<file path="src/rtl/pipe_hazard_ctrl.sv">
`default_nettype none
// ============================================================================
// Module   : pipe_hazard_ctrl
// Purpose  : Central stall/flush/halt sequencer for the 5-stage pipeline
//            (IF, ID, EX, MEM, WB). It resolves load-use data hazards,
//            taken-branch redirects, multi-cycle memory waits (with a
//            timeout) and HLT drain/halt/resume. Its outputs drive the
//            hold/flush/hlt controls of every pipeline register and the PC.
// Ports    :
//   clk, rst_n          clock, asynchronous active-low reset
//   ID_src1/2, ID_use_* source registers of the ID instruction and whether
//                       each one is actually read
//   ID_halt             ID holds an HLT instruction
//   EX_mem_read         EX instruction is a load
//   EX_use_dst_reg      EX instruction writes EX_dst_reg
//   EX_branch_taken     EX resolved a taken branch/jump
//   MEM_mem_req         MEM instruction accesses memory
//   mem_ready           memory completes the access this cycle
//   resume              external restart pulse (only honoured in HALTED)
//   PC_hold             freeze the PC
//   IF_ID_*, ID_EX_*    hold/flush controls of the front pipeline registers
//   EX_MEM_hold         hold of the EX/MEM register
//   MEM_WB_flush        inject a bubble into WB
//   hlt                 global freeze (decoded from the state register)
//   mem_err             sticky memory-timeout flag
//   state               debug: 0 RUN, 1 DRAIN, 2 HALTED, 3 ERROR
// Revision : 1.0 - initial release
// ============================================================================
module pipe_hazard_ctrl #(
    parameter int DRAIN_CYCLES = 3,   // cycles from HLT acceptance to halt, >= 1
    parameter int MEM_TIMEOUT  = 64   // max consecutive wait cycles, 2..255
) (
    input  logic       clk,
    input  logic       rst_n,
    input  logic [4:0] ID_src1,
    input  logic [4:0] ID_src2,
    input  logic       ID_use_src1,
    input  logic       ID_use_src2,
    input  logic       ID_halt,
    input  logic       EX_mem_read,
    input  logic       EX_use_dst_reg,
    input  logic [4:0] EX_dst_reg,
    input  logic       EX_branch_taken,
    input  logic       MEM_mem_req,
    input  logic       mem_ready,
    input  logic       resume,
    output logic       PC_hold,
    output logic       IF_ID_hold,
    output logic       IF_ID_flush,
    output logic       ID_EX_hold,
    output logic       ID_EX_flush,
    output logic       EX_MEM_hold,
    output logic       MEM_WB_flush,
    output logic       hlt,
    output logic       mem_err,
    output logic [1:0] state
);

    // ------------------------------------------------------------------------
    // Constants
    // ------------------------------------------------------------------------
    localparam int DW = (DRAIN_CYCLES > 1) ? $clog2(DRAIN_CYCLES) : 1;

    localparam logic [DW-1:0] c_DRAIN_LOAD = DW'(DRAIN_CYCLES - 1);
    localparam logic [7:0]    c_WAIT_LAST  = 8'(MEM_TIMEOUT - 1);

    typedef enum logic [1:0] {
        S_RUN    = 2'd0,
        S_DRAIN  = 2'd1,
        S_HALTED = 2'd2,
        S_ERROR  = 2'd3
    } state_t;

    // ------------------------------------------------------------------------
    // State
    // ------------------------------------------------------------------------
    state_t          state_q,     state_d;
    logic [DW-1:0]   drain_cnt_q, drain_cnt_d;
    logic [7:0]      wait_cnt_q,  wait_cnt_d;
    logic            mem_err_q,   mem_err_d;

    // ------------------------------------------------------------------------
    // Hazard terms
    // ------------------------------------------------------------------------
    logic w_memstall;
    logic w_loaduse;
    logic w_src1_hit;
    logic w_src2_hit;

    assign w_memstall = MEM_mem_req & ~mem_ready;
    assign w_src1_hit = ID_use_src1 & (ID_src1 == EX_dst_reg);
    assign w_src2_hit = ID_use_src2 & (ID_src2 == EX_dst_reg);
    // r0 is hard-wired zero, so a load targeting it never creates a hazard.
    assign w_loaduse  = EX_mem_read & EX_use_dst_reg & (EX_dst_reg != 5'd0) &
                        (w_src1_hit | w_src2_hit);

    // Raw (ungated) control outputs from the next-state process
    logic w_pc_hold;
    logic w_if_id_hold;
    logic w_if_id_flush;
    logic w_id_ex_hold;
    logic w_id_ex_flush;
    logic w_ex_mem_hold;
    logic w_mem_wb_flush;

    // ------------------------------------------------------------------------
    // State register
    // ------------------------------------------------------------------------
    always_ff @(posedge clk or negedge rst_n) begin
        if (!rst_n) begin
            state_q     <= S_RUN;
            drain_cnt_q <= '0;
            wait_cnt_q  <= '0;
            mem_err_q   <= 1'b0;
        end else begin
            state_q     <= state_d;
            drain_cnt_q <= drain_cnt_d;
            wait_cnt_q  <= wait_cnt_d;
            mem_err_q   <= mem_err_d;
        end
    end

    // ------------------------------------------------------------------------
    // Next-state and control decode
    // ------------------------------------------------------------------------
    always_comb begin
        state_d        = state_q;
        drain_cnt_d    = drain_cnt_q;
        wait_cnt_d     = 8'd0;          // any cycle without a stall clears it
        mem_err_d      = mem_err_q;
        w_pc_hold      = 1'b0;
        w_if_id_hold   = 1'b0;
        w_if_id_flush  = 1'b0;
        w_id_ex_hold   = 1'b0;
        w_id_ex_flush  = 1'b0;
        w_ex_mem_hold  = 1'b0;
        w_mem_wb_flush = 1'b0;

        case (state_q)
            S_RUN, S_DRAIN: begin
                if (w_memstall) begin
                    // Freeze everything up to MEM and bubble WB. All other
                    // hazards are re-evaluated once memory is ready.
                    w_pc_hold      = 1'b1;
                    w_if_id_hold   = 1'b1;
                    w_id_ex_hold   = 1'b1;
                    w_ex_mem_hold  = 1'b1;
                    w_mem_wb_flush = 1'b1;
                    if (wait_cnt_q == c_WAIT_LAST) begin
                        state_d   = S_ERROR;
                        mem_err_d = 1'b1;
                    end else begin
                        wait_cnt_d = wait_cnt_q + 8'd1;
                    end
                end else if (state_q == S_DRAIN) begin
                    // Keep the HLT parked in IF/ID while EX/MEM/WB empty out.
                    // A branch cannot appear here since EX only sees bubbles.
                    w_pc_hold     = 1'b1;
                    w_if_id_hold  = 1'b1;
                    w_id_ex_flush = 1'b1;
                    if (drain_cnt_q == '0) begin
                        state_d = S_HALTED;
                    end else begin
                        drain_cnt_d = drain_cnt_q - 1'b1;
                    end
                end else if (EX_branch_taken) begin
                    // Squashes whatever is in IF and ID, including an HLT.
                    w_if_id_flush = 1'b1;
                    w_id_ex_flush = 1'b1;
                end else if (ID_halt) begin
                    w_pc_hold     = 1'b1;
                    w_if_id_hold  = 1'b1;
                    w_id_ex_flush = 1'b1;
                    state_d       = S_DRAIN;
                    drain_cnt_d   = c_DRAIN_LOAD;
                end else if (w_loaduse) begin
                    w_pc_hold     = 1'b1;
                    w_if_id_hold  = 1'b1;
                    w_id_ex_flush = 1'b1;
                end
            end

            S_HALTED: begin
                if (resume) begin
                    // Release the PC and drop the parked HLT from IF/ID.
                    w_if_id_flush = 1'b1;
                    state_d       = S_RUN;
                end else begin
                    w_pc_hold    = 1'b1;
                    w_if_id_hold = 1'b1;
                end
            end

            S_ERROR: begin
                // Terminal until reset; resume is deliberately ignored.
                w_pc_hold    = 1'b1;
                w_if_id_hold = 1'b1;
            end

            default: begin
                state_d = S_RUN;
            end
        endcase
    end

    // ------------------------------------------------------------------------
    // Outputs: controls are forced low for as long as reset is applied
    // ------------------------------------------------------------------------
    assign PC_hold      = rst_n & w_pc_hold;
    assign IF_ID_hold   = rst_n & w_if_id_hold;
    assign IF_ID_flush  = rst_n & w_if_id_flush;
    assign ID_EX_hold   = rst_n & w_id_ex_hold;
    assign ID_EX_flush  = rst_n & w_id_ex_flush;
    assign EX_MEM_hold  = rst_n & w_ex_mem_hold;
    assign MEM_WB_flush = rst_n & w_mem_wb_flush;
    // Decoded straight from the register so the freeze line cannot glitch.
    assign hlt          = (state_q == S_HALTED) | (state_q == S_ERROR);
    assign mem_err      = mem_err_q;
    assign state        = state_q;

endmodule
`default_nettype wire

</file>
<file path="config.mk">
export PLATFORM = sky130hd
export DESIGN_NAME = pipe_hazard_ctrl
export DESIGN_NICKNAME = d
export VERILOG_FILES = /design/src/rtl/pipe_hazard_ctrl.sv
export SDC_FILE = /design/constraint.sdc
export NUM_CORES = 1
export LEC_CHECK = 0
export ABC_AREA = 1
export BUFFER_PORTS_ARGS = -buffer_cell sky130_fd_sc_hd__buf_2
export CORE_MARGIN = 3
export CORE_UTILIZATION = 52
export DETAILED_ROUTE_END_ITERATION = 6
export GPL_ROUTABILITY_DRIVEN = 0
export PLACE_DENSITY_LB_ADDON = 0.05
export SLEW_MARGIN = 20
export SYNTH_ARGS = -nofsm -noshare
export SYNTH_HDL_FRONTEND = slang
export SYNTH_SLANG_ARGS = --single-unit
</file>
<file path="constraint.sdc">
create_clock -name clk -period 2.9 [get_ports clk]
set_clock_uncertainty 0.2 [all_clocks]
set_input_delay 0.58 -clock clk [delete_from_list [all_inputs] [get_ports clk]]
set_output_delay 0.58 -clock clk [all_outputs]
set_load 0.02 [all_outputs]
</file>
# Yosys cells after proc, flatten, opt, wreduce, memory -nomap -nowiden
# Index checks and enable logic that the tools add are counted.
# W data, S select, Z words.
[word_totals]
output_inout_bits = 11
inputBits = 26
regBits = 13
wordCells = 75
[op_classes]
reduce_logical = 9
eq_ne = 13
addsub = 2
mux = 33
bitwise = 14
[op_table]
columns = ["cell", "count"]
rows = [
  ["$mux W8", 3],
  ["$mux W2", 11],
  ["$mux W1", 16],
  ["$ne A4 B4 Y1 const B", 3],
  ["$and A1 B1 Y1", 10],
  ["$eq A5 B5 Y1", 2],
  ["$add A8 B1 Y8 const B", 1],
  ["$eq A8 B6 Y1 const B", 1],
  ["$reduce_and A6 Y1", 1],
  ["$reduce_and A5 Y1", 1],
  ["$reduce_bool A5 Y1", 1],
  ["$eq A2 B2 Y1 const B", 2],
  ["$logic_not A2 Y1", 2],
  ["$ne A2 B2 Y1 const B", 2],
  ["$pmux W2 S2", 1],
  ["$reduce_bool A2 Y1", 2],
  ["$ne A3 B3 Y1 const B", 1],
  ["$pmux W1 S3", 1],
  ["$reduce_and A3 Y1", 1],
  ["$eq A2 B1 Y1 const B", 1],
  ["$ne A2 B1 Y1 const B", 1],
  ["$not A1 Y1", 2],
  ["$or A1 B1 Y1", 2],
  ["$pmux W1 S2", 1],
  ["other kinds (2)", 2],
]

# Logic depth before layout (Yosys ltp)
[logic_depth]
depth_word = 11
mapped_depth = 9
mapped_depth_nobuf = 9

# Worst setup path before layout
# No wires, ideal clock.
[synth_timing]
kind = "input -> output"
from = "input mem_ready"
to = "output PC_hold"
cell_stages = 8
path_buffers = 1
arrival_time_ns = 1.603
slack_ns = 0.517
required_ns = 2.120
path_cell_list = "inv_1 nand2_1 nand2_2 nor2_2 inv_1 nand3_1 a21oi_1 buf_4"
[synth_between]
elab_chain_cells = 5
[synth_rtl]
columns = ["item", "line", "text"]
rows = [
  ["start: declaration", "45", "input logic mem_ready,"],
  ["$not A1 Y1", "90", "assign w_memstall = MEM_mem_req & ~mem_ready;"],
  ["$and A1 B1 Y1", "90", ""],
  ["$mux W1", "n/a", ""],
  ["$pmux W1 S3", "n/a", ""],
  ["$and A1 B1 Y1", "n/a", ""],
  ["end: declaration", "47", "output logic PC_hold,"],
]
# No other way between the ends.

# Worst setup path after layout
[layout_timing]
from = "input rst_n"
to = "output IF_ID_hold"
[layout_between]
elab_chain_cells = 1
[layout_rtl]
columns = ["item", "line", "text"]
rows = [
  ["start: declaration", "34", "input logic rst_n,"],
  ["$and A1 B1 Y1", "210", "assign IF_ID_hold = rst_n & w_if_id_hold;"],
  ["end: declaration", "48", "output logic IF_ID_hold,"],
]
# No other way between the ends.

==> reports/metrics.yaml <==
design.die.area_mm2: 0.00250
synth.avg_cell_area_um2: 6.38
synthesis.nets: 186
fin_crit_sh: 0.926
hold_viol_final: 0
fin_nets: 224
dpl.hpwl_um: 1860
async_flop_share: 1.00
yosysTopAreaCell: "dfrtp_1"
cp_data_required_time_ns: 2.12
fp-row-count: 15
cts.reportedPaths.clkPinSlew_ns: 0.08
layout_commonest_cell: "nand2_1"
min_from: "wait_cnt_q[0]$_DFF_PN0_"
critPathKind: "in2out"
clock_power_share: 0.324
finalSetupViolations: 0
ant_nets: 0
start_util: 0.566
core-area_mm2: 0.00178
synth_area_mm2: 0.00101
path_max_fanout: 16
first_global_vias: 1005
p_comb_frac: 0.166
max_freq_ghz: 0.372
die_y_um: 50.0
cts_tree: "built"
stdcell_count: 220
ir_drop_uv: 229
drcViolationCount: 0
wl_um: 2300
p_int_mw: 0.258
grt_remaining_overflow: 0
cts_resized: 0
timing.slew.headroom: 0.769
first_pass_iters: 4
synth_seq_cells: 13
ys.flop_type: "dfrtp_1"
swShare: 0.278
top_level_ports: 37
fin_setup_tns_ns: 0
slew_violations: 0
cts_hold_buf: 1
layout_common_cells: "nand2_1, buf_2, inv_1, nor2_1, dfrtp_1"
p_sw_mw: 0.0995
port_buffers: 36
drv_cap: 0
wl_per_cell_um: 10.4
dp.cells: 215
grt_max_degree: 17
die-width_um: 50.0
grt_pass1_wl_um: 3990
cp-end-kind: "primary output"
fin_hold_ws_ns: 0.257
n_antenna_cell: 0
yosysSeqAreaShare: 0.323
initialDrtViolationCount: 12
r2r_start: "state[1]$_DFFE_PN0P_"
syn_to_final_growth_pct: 22.1
worst_setup_path_start_kind: "input pin"
p_seq_frac: 0.509
p_per_area_mw_per_mm2: 290
drive_gt1_frac: 0.272
clk_latency_ns: 0.29
crit_start: "rst_n"
netlist_instances: 158
antenna_found_initial: 0
clock_sink_count: 13
avgViaCountPerCell: 4.76
critPathArrivalTime_ns: 1.91
cts_buffer_depth: 2
synth_top_area_frac: 0.323
ys_warn_count: 0
power_leakage_nw: 0.716
numCtsBuffers: 3
dr_total_vias: 1047
worst_slew_pin_slew_ns: 0.346
synthDistinctLibCells: 26
clockRootBuffer: "clkbuf_4"
rsz0062_at_grt: "no"
synthTopCellsByArea: "dfrtp_1, nand2_1, inv_1"
synth_edf_count: 0
hold_path.class: "reg2reg"
htree_levels: 1
track_usage: 0.203
min_period_ns: 2.69
outcome: "finished, final reports clean"
postCtsSetupBuffers: 0
[logic make-up (layout without fill, tap and decap cells)]
family                   Yosys count  count (layout)  share of synthesized area
buffers and inverters             35              72                      0.141
AND/OR/NAND/NOR                   92              92                      0.400
adder cells (fa/ha/maj)            2               2                     0.0248
XOR/XNOR                           3               3                     0.0261
AO/OA/AOI/OAI                     13              13                     0.0856
flip-flops                        13              13                      0.323
[registers in the layout, indices dropped and copies added (netlist names)]
register / count
drain_cnt_q: 2
state: 2
mem_err: 1
wait_cnt_q: 8
[metrics by stage]
step	cell area (µm²)	utilization	setup WS [ns]	power [mW]
6_report	1230	0.691	0.213	0.358
5_1_grt	1230	0.691	0.0877	0.376
4_1_cts	1230	0.691	0.214	0.361
3_5_place_dp	1190	0.669	0.536	0.244
3_3_place_gp	1190	0.669	0.608	0.242
2_1_floorplan	1010	-	0.517	0.214
[final timing paths]
| path | endpoint | slack, ns | cells after the start |
|---|---|---|---|
| setup / recovery | IF_ID_hold | 0.21 | 5 |
| hold / removal | wait_cnt_q[0]$_DFF_PN0_ | 0.26 | 1 |
| setup reg to reg | drain_cnt_q[0]$_DFFE_PN0P_ | 1.26 | 6 |
| hold reg to reg | wait_cnt_q[0]$_DFF_PN0_ | 0.26 | 1 |
| max in group asynchronous | wait_cnt_q[7]$_DFF_PN0_ | 1.71 | 2 |
| min in group asynchronous | state[0]$_DFFE_PN0P_ | 0.52 | 2 |
[layer usage]
metal,GRT usage,part of all wire,up-vias
met5,0,0,-
met4,0.0645,0.0091,0
met3,0.0483,0.060,4
met1,0.246,0.45,460
met2,0.348,0.48,33
li1,-,-,550
[worst max-delay path, stage by stage]
cell and delay [ns]:
dlygate4sd3_1 0.52, buf_2 0.32, nand3_1 0.11, a21oi_1 0.17, buf_2 0.20
[synth_stat cells (2+ instances only)]
cell     number
nand2_1      44
inv_1        28
nor2_1       28
dfrtp_1      13
nand3_1       8
a21oi_1       6
buf_4         3
inv_2         3
nand4_1       3
ha_1          2
nand2_2       2
nor2_2        2
o21ai_0       2
xnor2_1       2
[power groups by stage]
stage	Combinational [mW]	Clock (mW)	Sequential, mW
global placement	0.0560	0	0.186
global route	0.0673	0.126	0.182
CTS	0.0593	0.119	0.182
finish	0.0594	0.116	0.182
floorplan	0.0284	0	0.186
detailed placement	0.0579	0	0.186
[final cells by class]
type | instances | area [µm²]
Inverter | 31 | 116
Fill cell | 169 | 552
Clock inverter | 1 | 5.00
Tap cell | 25 | 31.3
Clock buffer | 3 | 22.5
Multi-Input combinational cell | 110 | 541
Timing Repair Buffer | 37 | 190
Sequential cell | 13 | 325
Note: power is estimated with default switching activity, not from simulation.
